<file path="config.mk">
export PLATFORM = sky130hd
export DESIGN_NAME = piso_shift_tx_flat
export DESIGN_NICKNAME = d
export VERILOG_FILES = /design/src/rtl/piso_shift_if.sv /design/src/rtl/piso_shift_tx.sv /design/src/flat_wrapper.sv
export SDC_FILE = /design/constraint.sdc
export NUM_CORES = 1
export LEC_CHECK = 0
export BUFFER_PORTS_ARGS = -buffer_cell sky130_fd_sc_hd__buf_2
export CAP_MARGIN = 20
export CORE_AREA = 2 2 39 41
export DETAILED_ROUTE_END_ITERATION = 6
export DIE_AREA = 0 0 41 43
export PLACE_DENSITY = 0.66
export SLEW_MARGIN = 5
export SYNTH_ARGS = -nofsm -noshare
export SYNTH_HDL_FRONTEND = slang
export SYNTH_SLANG_ARGS = --single-unit
</file>
<file path="constraint.sdc">
create_clock -name clk -period 1.55 [get_ports clk]
set_clock_uncertainty 0.05 [all_clocks]
set_input_delay 0.155 -clock clk [delete_from_list [all_inputs] [get_ports clk]]
set_output_delay 0.155 -clock clk [all_outputs]
set_load 0.02 [all_outputs]
</file>
<file path="src/rtl/piso_shift_if.sv">
// Load/stream bundle for the serial-link transmitter: parallel word handshake in,
// serial bit stream with framing flags out.
interface piso_shift_if #(
    parameter int WIDTH = 4
);
    logic [WIDTH-1:0] d;
    logic             load_valid;
    logic             load_ready;
    logic             bit_en;
    logic             ser_out;
    logic             ser_valid;
    logic             last;

    modport master (
        output d, load_valid, bit_en,
        input  load_ready, ser_out, ser_valid, last
    );

    modport slave (
        input  d, load_valid, bit_en,
        output load_ready, ser_out, ser_valid, last
    );
endinterface

</file>
<file path="src/rtl/piso_shift_tx.sv">
// Parallel-in serial-out transmitter: LSB-first frames, one bit per bit_en cycle.
// Define PISO_PARITY_EN to append an even-parity bit after each data word.
module piso_shift_tx #(
    parameter int WIDTH = 4
) (
    input  logic        clk,
    input  logic        rst_n,
    piso_shift_if.slave bus
);
`ifdef PISO_PARITY_EN
    localparam int FRAME_LEN = WIDTH + 1;
`else
    localparam int FRAME_LEN = WIDTH;
`endif
    localparam int CNT_W = $clog2(WIDTH + 2);
    localparam logic [CNT_W-1:0] LAST_IDX = CNT_W'(FRAME_LEN - 1);

    typedef enum logic {IDLE, SHIFT} state_t;

    state_t               state;
    logic [FRAME_LEN-1:0] sh;
    logic [CNT_W-1:0]     count;
    logic                 ser_out_r;
    logic                 ser_valid_r;
    logic                 last_r;
    logic                 frame_end;
    logic                 accept;
    logic [FRAME_LEN-1:0] new_frame;

    function automatic logic [FRAME_LEN-1:0] build_frame(input logic [WIDTH-1:0] w);
`ifdef PISO_PARITY_EN
        return {^w, w};
`else
        return w;
`endif
    endfunction

    // The final bit's enabled edge doubles as the load slot for the next word.
    assign frame_end      = (state == SHIFT) && last_r && bus.bit_en;
    assign bus.load_ready = rst_n && ((state == IDLE) || frame_end);
    assign accept         = bus.load_valid && bus.load_ready;
    assign new_frame      = build_frame(bus.d);

    assign bus.ser_out    = ser_out_r;
    assign bus.ser_valid  = ser_valid_r;
    assign bus.last       = last_r;

    always_ff @(posedge clk or negedge rst_n) begin
        if (!rst_n) begin
            state       <= IDLE;
            sh          <= '0;
            count       <= '0;
            ser_out_r   <= 1'b0;
            ser_valid_r <= 1'b0;
            last_r      <= 1'b0;
        end else begin
            case (state)
                IDLE: begin
                    if (accept) begin
                        state       <= SHIFT;
                        ser_out_r   <= new_frame[0];
                        sh          <= new_frame >> 1;
                        count       <= '0;
                        ser_valid_r <= 1'b1;
                        last_r      <= 1'b0;
                    end
                end
                SHIFT: begin
                    if (bus.bit_en) begin
                        if (last_r) begin
                            if (bus.load_valid) begin
                                ser_out_r   <= new_frame[0];
                                sh          <= new_frame >> 1;
                                count       <= '0;
                                ser_valid_r <= 1'b1;
                                last_r      <= 1'b0;
                            end else begin
                                state       <= IDLE;
                                ser_out_r   <= 1'b0;
                                ser_valid_r <= 1'b0;
                                last_r      <= 1'b0;
                            end
                        end else begin
                            // sh holds the not-yet-sent bits with the next one at bit 0.
                            ser_out_r <= sh[0];
                            sh        <= sh >> 1;
                            count     <= count + 1'b1;
                            last_r    <= ((count + 1'b1) == LAST_IDX);
                        end
                    end
                end
                default: begin
                    state <= IDLE;
                end
            endcase
        end
    end
endmodule

</file>
<file path="src/flat_wrapper.sv">
// flat-port wrapper written by rule: the top's interface ports become plain ports
module piso_shift_tx_flat 
#(
    parameter int WIDTH = 4
)
  (clk, rst_n, bus_d, bus_load_valid, bus_bit_en, bus_load_ready, bus_ser_out, bus_ser_valid, bus_last);
  piso_shift_if #(.WIDTH(WIDTH)) bus_i ();
  input  logic clk;
  input  logic rst_n;
  input wire logic [$bits(bus_i.d)-1:0] bus_d;
  input wire logic [$bits(bus_i.load_valid)-1:0] bus_load_valid;
  input wire logic [$bits(bus_i.bit_en)-1:0] bus_bit_en;
  output wire logic [$bits(bus_i.load_ready)-1:0] bus_load_ready;
  output wire logic [$bits(bus_i.ser_out)-1:0] bus_ser_out;
  output wire logic [$bits(bus_i.ser_valid)-1:0] bus_ser_valid;
  output wire logic [$bits(bus_i.last)-1:0] bus_last;
  assign bus_i.d = bus_d;
  assign bus_i.load_valid = bus_load_valid;
  assign bus_i.bit_en = bus_bit_en;
  assign bus_load_ready = bus_i.load_ready;
  assign bus_ser_out = bus_i.ser_out;
  assign bus_ser_valid = bus_i.ser_valid;
  assign bus_last = bus_i.last;
  piso_shift_tx #(.WIDTH(WIDTH)) u_core (.clk(clk), .rst_n(rst_n), .bus(bus_i));
endmodule
</file>
== Word level (Yosys, flattened, before mapping) ==
Cells that the tools add are included.

* Register bits: 11
* Output and inout bits: 4

* Add/sub/neg operators: 1
* Eq/ne operators: 5
* Muxes and demuxes: 28
* Bitwise gates (word level): 1
* Reduce and logical (&&, ||, !) cells: 8

{| class="wikitable"
|+ Operators with widths
! operator !! number
|-
| 2-to-1 mux 4 bit || 4
|-
| 2-to-1 mux 1 bit || 14
|-
| 2-to-1 mux 3 bit || 4
|-
| one-hot mux 1 bit (2 select lines) || 4
|-
| one-hot mux 4 bit (2 select lines) || 1
|-
| one-hot mux 3 bit (2 select lines) || 1
|-
| AND reduction 3 bit || 2
|-
| logical AND 1 bit || 4
|-
| inequality test 2 bit (second input constant) || 2
|-
| adder 3 x 1 -> 3 bit (second input constant) || 1
|-
| == test 3 x 2 -> 1 bit (second input constant) || 1
|-
| inequality test 3 bit (second input constant) || 1
|-
| inequality test 2 x 1 -> 1 bit (second input constant) || 1
|-
| AND reduction 2 bit || 1
|-
| logical OR 1 bit || 1
|-
| NOT 1 bit || 1
|}

== Logic depth before layout (Yosys ltp) ==
* Depth after elaboration: 7
* Depth in mapped cells: 4

== Least setup slack after synthesis ==
No wires, ideal clock.

* Path type: register -> register
* Start point: register u_core.last_r (netlist: u_core.bus.last)
* End point: register u_core.sh[1]
* Arrival time: 1,287 ps
* Path slack: 88 ps
* Stages on the path, launching flop included: 4
* Period minus slack after synthesis: 1,462 ps
* Cells stage by stage: dfrtp_1 nand2b_4 mux2_2 mux2_4

* Longest elaborated chain between the ends: 7
* Elaborated cells between the ends (all ways): 11
* Classes of those cells: eq/ne (2); mux (3); reduce/logical (6)

{| class="wikitable"
|+ RTL lines
! element !! line !! source
|-
| start: declaration || piso_shift_tx.sv:25 || <nowiki>logic last_r;</nowiki>
|-
| start signal: assignment || piso_shift_tx.sv:88 || <nowiki>last_r <= ((count + 1'b1) == LAST_IDX);</nowiki>
|-
| logical AND 1 bit (2 in a row) || piso_shift_tx.sv:39 || <nowiki>assign frame_end = (state == SHIFT) && last_r && bus.bit_en;</nowiki>
|-
| logical OR 1 bit || piso_shift_tx.sv:40 || <nowiki>assign bus.load_ready = rst_n && ((state == IDLE) || frame_end);</nowiki>
|-
| logical AND 1 bit || piso_shift_tx.sv:40 ||
|-
| logical AND 1 bit || piso_shift_tx.sv:41 || <nowiki>assign accept = bus.load_valid && bus.load_ready;</nowiki>
|-
| inequality test 2 x 1 -> 1 bit (no line) || n/a ||
|-
| AND reduction 3 bit (no line) || n/a ||
|-
| end signal: assignment || piso_shift_tx.sv:62 || <nowiki>sh <= new_frame >> 1;</nowiki>
|-
| end signal: assignment || piso_shift_tx.sv:73 || <nowiki>sh <= new_frame >> 1;</nowiki>
|-
| end signal: assignment || piso_shift_tx.sv:86 || <nowiki>sh <= sh >> 1;</nowiki>
|-
| end: declaration || piso_shift_tx.sv:21 || <nowiki>logic [FRAME_LEN-1:0] sh;</nowiki>
|}

Parallel ways exist; a longest one is shown, timed or not. The select of a mux whose other input is x is not followed.
A chain may end at the register's enable or synchronous reset.

== Worst setup path in the final report ==
* Start point: register u_core.state
* End point: register u_core.sh[1]

* Longest elaborated chain between the ends: 7
* Elaborated cells between the ends (all ways): 11
* Classes of those cells: eq/ne (3); mux (1); bitwise (1); reduce/logical (6)

{| class="wikitable"
|+ RTL lines
! element !! line !! source
|-
| start: declaration || piso_shift_tx.sv:20 || <nowiki>state_t state;</nowiki>
|-
| start signal: assignment || piso_shift_tx.sv:50 || <nowiki>state <= IDLE;</nowiki>
|-
| start signal: assignment || piso_shift_tx.sv:60 || <nowiki>state <= SHIFT;</nowiki>
|-
| start signal: assignment || piso_shift_tx.sv:78 || <nowiki>state <= IDLE;</nowiki>
|-
| logical AND 1 bit (2 in a row) || piso_shift_tx.sv:39 ||
|-
| logical OR 1 bit || piso_shift_tx.sv:40 ||
|-
| logical AND 1 bit || piso_shift_tx.sv:40 ||
|-
| logical AND 1 bit || piso_shift_tx.sv:41 ||
|-
| inequality test 2 x 1 -> 1 bit (no line) || n/a ||
|-
| AND reduction 3 bit (no line) || n/a ||
|}

Parallel ways exist; a longest one is shown, timed or not.

==> metrics.txt <==
# TYPE chip_impl_metric gauge
chip_impl_metric{name="die-width",unit="um"} 41
chip_impl_info{name="worstSetupPathType",value="reg -> reg"} 1
chip_impl_info{name="maxUsedRoutingLayer",value="met4"} 1
chip_impl_metric{name="synth.lib_cells_used.distinct",unit=""} 24
chip_impl_info{name="commonest_non_fill_non_tap_cell_in_the_layout",value="sky130_fd_sc_hd__buf_2"} 1
chip_impl_info{name="crit_path_cell_trace",value="nand2b_4 > mux2_2 > mux2_4"} 1
chip_impl_metric{name="fin_nets",unit=""} 80
chip_impl_metric{name="final_hold_violation_count",unit=""} 0
chip_impl_metric{name="wirelength_met1",unit="um"} 521
chip_impl_metric{name="floorplan.io_pins",unit=""} 12
chip_impl_metric{name="met2WireLength",unit="um"} 456
chip_impl_metric{name="route.met3.wl",unit="um"} 41
chip_impl_metric{name="netlist.area_leader.share",unit="%"} 43.4
chip_impl_metric{name="gpl.final_weighted_congestion",unit=""} 0.653
chip_impl_metric{name="lkg_pwr",unit="uW"} 0.000348
chip_impl_metric{name="period_needed",unit="ns"} 1.43
chip_impl_metric{name="peak_vdd_ir",unit="mV"} 0.807
chip_impl_info{name="tritoncts",value="done"} 1
chip_impl_metric{name="worst_pin_slew",unit="ns"} 0.467
chip_impl_metric{name="coreArea",unit="mm2"} 0.00138
chip_impl_metric{name="count_of_mapped_cells_out_of_synthesis",unit=""} 51
chip_impl_metric{name="synth.cell_area",unit="um2"} 577
chip_impl_metric{name="grt-ovfl-total",unit=""} 0
chip_impl_metric{name="grt_antenna_before_repair",unit=""} 0
chip_impl_metric{name="worstPathArrival",unit="ns"} 1.52
chip_impl_metric{name="ys_ff_latch",unit=""} 10
chip_impl_info{name="synth.top_cells.by_area",value="sky130_fd_sc_hd__dfrtp_1, sky130_fd_sc_hd__mux2i_1, sky130_fd_sc_hd__mux2_4"} 1
chip_impl_metric{name="grt_pass1_wl",unit="mm"} 1.84
chip_impl_metric{name="final_layout_size_suffix_gt1_share",unit="%"} 35.3
chip_impl_metric{name="crit_required",unit="ns"} 1.64
chip_impl_info{name="holdCritPathClass",value="in -> reg"} 1
chip_impl_info{name="cts_root_buffer",value="sky130_fd_sc_hd__clkbuf_4"} 1
chip_impl_metric{name="timing.max_slew.rel_slack",unit="%"} 68.8
chip_impl_info{name="critPathCaptureType",value="flip-flop"} 1
chip_impl_metric{name="routedWlPerCell",unit="um"} 12.3
chip_impl_metric{name="floorplan.initialDensity",unit="%"} 41.7
chip_impl_metric{name="antenna_cells_inserted",unit=""} 0
chip_impl_metric{name="fin_crit_sh",unit="%"} 92.3
chip_impl_metric{name="fin_worst_hold_slack",unit="ns"} 0.0915
chip_impl_metric{name="yosys_warn_count",unit=""} 0
chip_impl_metric{name="largest_net_degree_at_the_start_of_global_routing",unit=""} 12
chip_impl_info{name="mostFrequentLayoutCells",value="sky130_fd_sc_hd__buf_2, sky130_fd_sc_hd__dfrtp_1, sky130_fd_sc_hd__nand2_1, sky130_fd_sc_hd__inv_1, sky130_fd_sc_hd__mux2i_1"} 1
chip_impl_metric{name="route.final.wire_length",unit="mm"} 1.03
chip_impl_metric{name="rows",unit=""} 14
chip_impl_metric{name="worst_setup_hold_path_clk_slew",unit="ns"} 0.06
chip_impl_metric{name="power.density",unit="mW/mm2"} 1810
chip_impl_metric{name="cts_inserted_buffers",unit=""} 3
chip_impl_metric{name="groute.usage.overall",unit="%"} 15.9
chip_impl_metric{name="max_freq",unit="MHz"} 699
chip_impl_info{name="status",value="finished, final reports clean"} 1
chip_impl_metric{name="areaGrowthSynthToFinish",unit="%"} 20.6
chip_impl_metric{name="drc",unit=""} 0
chip_impl_metric{name="detailedRoute.firstIterationViolations",unit=""} 4
chip_impl_metric{name="dieArea",unit="mm2"} 0.00176
chip_impl_metric{name="setup-violations-final",unit=""} 0
chip_impl_metric{name="synth.yosys.seq_area_share",unit="%"} 43.4
chip_impl_metric{name="max_cap_viol_count",unit=""} 0
chip_impl_info{name="yosys.area.top_type",value="sky130_fd_sc_hd__dfrtp_1"} 1
chip_impl_info{name="cpMaxStageDelayCell",value="sky130_fd_sc_hd__dfrtp_1"} 1
chip_impl_metric{name="slew_viol_final",unit=""} 0
chip_impl_metric{name="cp.buffers_inverters",unit=""} 0
chip_impl_metric{name="ctsHtreeMaxLevel",unit=""} 1
chip_impl_metric{name="timing.critical_path.fanout_max",unit=""} 11
chip_impl_metric{name="grt_pass1_vias",unit=""} 421
chip_impl_metric{name="syn_avg_cell_area",unit="um2"} 11.3
chip_impl_metric{name="cts_max_path_buffers",unit=""} 2
chip_impl_metric{name="dieHeight",unit="um"} 43
chip_impl_metric{name="final_ant_viol_nets",unit=""} 0
chip_impl_metric{name="drt_pre_antenna_iters",unit=""} 2
chip_impl_metric{name="placed_area",unit="um2"} 663
chip_impl_metric{name="cts.sinks",unit=""} 10
chip_impl_metric{name="cts.repair.resized",unit=""} 0
chip_impl_metric{name="postLayoutCellArea",unit="um2"} 696
chip_impl_metric{name="hpwlAfterDp",unit="um"} 794
chip_impl_metric{name="n_fill_cell",unit=""} 130
chip_impl_metric{name="number_of_buffer_cells_added_on_primary_ports",unit=""} 11
chip_impl_info{name="timing.critical_path.from_type",value="flip-flop"} 1
chip_impl_metric{name="final.setup.tns",unit="ns"} 0
chip_impl_info{name="critPathTopFamily",value="multiplexers"} 1
chip_impl_metric{name="critical_path.max_stage_delay",unit="ns"} 0.54
chip_impl_metric{name="num_vias",unit=""} 412
chip_impl_metric{name="clock_insertion_delay_worst_skew",unit="ns"} 0.26
chip_impl_metric{name="vias_per_cell",unit=""} 4.90
chip_impl_metric{name="mappedNetlistNets",unit=""} 61
chip_impl_info{name="unrepaired_setup_endpoints_after_global_routing",value="no"} 1
==> synthesized netlist by cell type, drive strengths merged <==
library cell and count:
a21boi 2, or3 1, o211ai 1, o221ai 1, o22ai 2, buf 1
a21oi 1, inv 5, nor2 1, xnor2 1, nand3b 1, ha 2
o21ai 2, and2b 1, nand4 1, mux2i 5, dfrtp 10, mux2 4
nand2b 1, or3b 1, nand2 7
==> final timing paths <==
kind	startpoint	to	slack, ns	depth (start not counted)
max	u_core.state	u_core.sh[1]	0.12	3
min	bus_d[3]	u_core.sh[2]	0.09	3
max reg2reg	u_core.state	u_core.sh[1]	0.12	3
min reg2reg	u_core.bus.ser_out	u_core.bus.ser_out	0.45	1
max in group asynchronous	rst_n	u_core.sh[1]	0.68	3
min in group asynchronous	rst_n	u_core.bus.last	0.45	3
==> metal layers <==
| layer | vias to the layer above | track usage, % |
|---|---|---|
| met1 | 188 | 23.1 |
| met4 | 0 | 12.0 |
| met2 | 8 | 19.7 |
| li1 | 214 | - |
| met3 | 2 | 3.14 |
| met5 | - | 0 |
==> report_power, final <==
group | total (uW) | switching (uW) | internal, uW
Combinational | 614 | 277 | 337
Clock | 173 | 83.4 | 89.5
Sequential | 470 | 104 | 366
Total | 1260 | 464 | 792
==> metrics by stage <==
stage,setup WS [ns],total power [uW],std cells,util [%]
after global placement,0.136,1080,80,47.9
after detailed placement,0.119,1100,80,47.9
final,0.119,1260,84,50.3
after CTS,0.0917,1280,84,50.3
after floorplan,0.0880,937,51,-
after global routing,0.0131,1380,84,50.3
==> flip-flops by register name (all words and copies together), names as in the netlist <==
register and count:
u_core.sh 3, u_core.count 3, u_core.bus.last 1, u_core.state 1
u_core.bus.ser_valid 1, u_core.bus.ser_out 1
==> logic make-up after synthesis <==
| kind of cell | count (synthesis) | share of synthesized area (%) |
|---|---|---|
| DFF | 10 | 43.4 |
| buffers and inverters | 6 | 5.21 |
| AOI/OAI and AO/OA | 9 | 12.6 |
| and+or+nand+nor | 14 | 15.2 |
| muxes | 9 | 17.8 |
| xor gates and xnor gates | 1 | 1.52 |
| adders and majority gates | 2 | 4.34 |
==> worst min-delay path: stages <==
cell and delay, ns:
sky130_fd_sc_hd__buf_2 0.09, sky130_fd_sc_hd__nand2_1 0.05, sky130_fd_sc_hd__mux2i_1 0.06
==> timing repair <==
action                                 CTS  global route
setup buffers                            0             0
setup endpoints to repair                0             0
endpoints found under the hold margin   10             0
hold buffers                             1             0
==> cell type report <==
class | instances | area [um2] | share of cell area [%]
inverter | 5 | 18.8 | 2.70
clock buffer | 3 | 22.5 | 3.24
sequential | 10 | 250 | 36.0
multi-input combinational | 35 | 297 | 42.6
timing repair buffer | 15 | 87.6 | 12.6
tap | 16 | 20.0 | 2.88
Note: power is estimated with default switching activity, not from simulation.
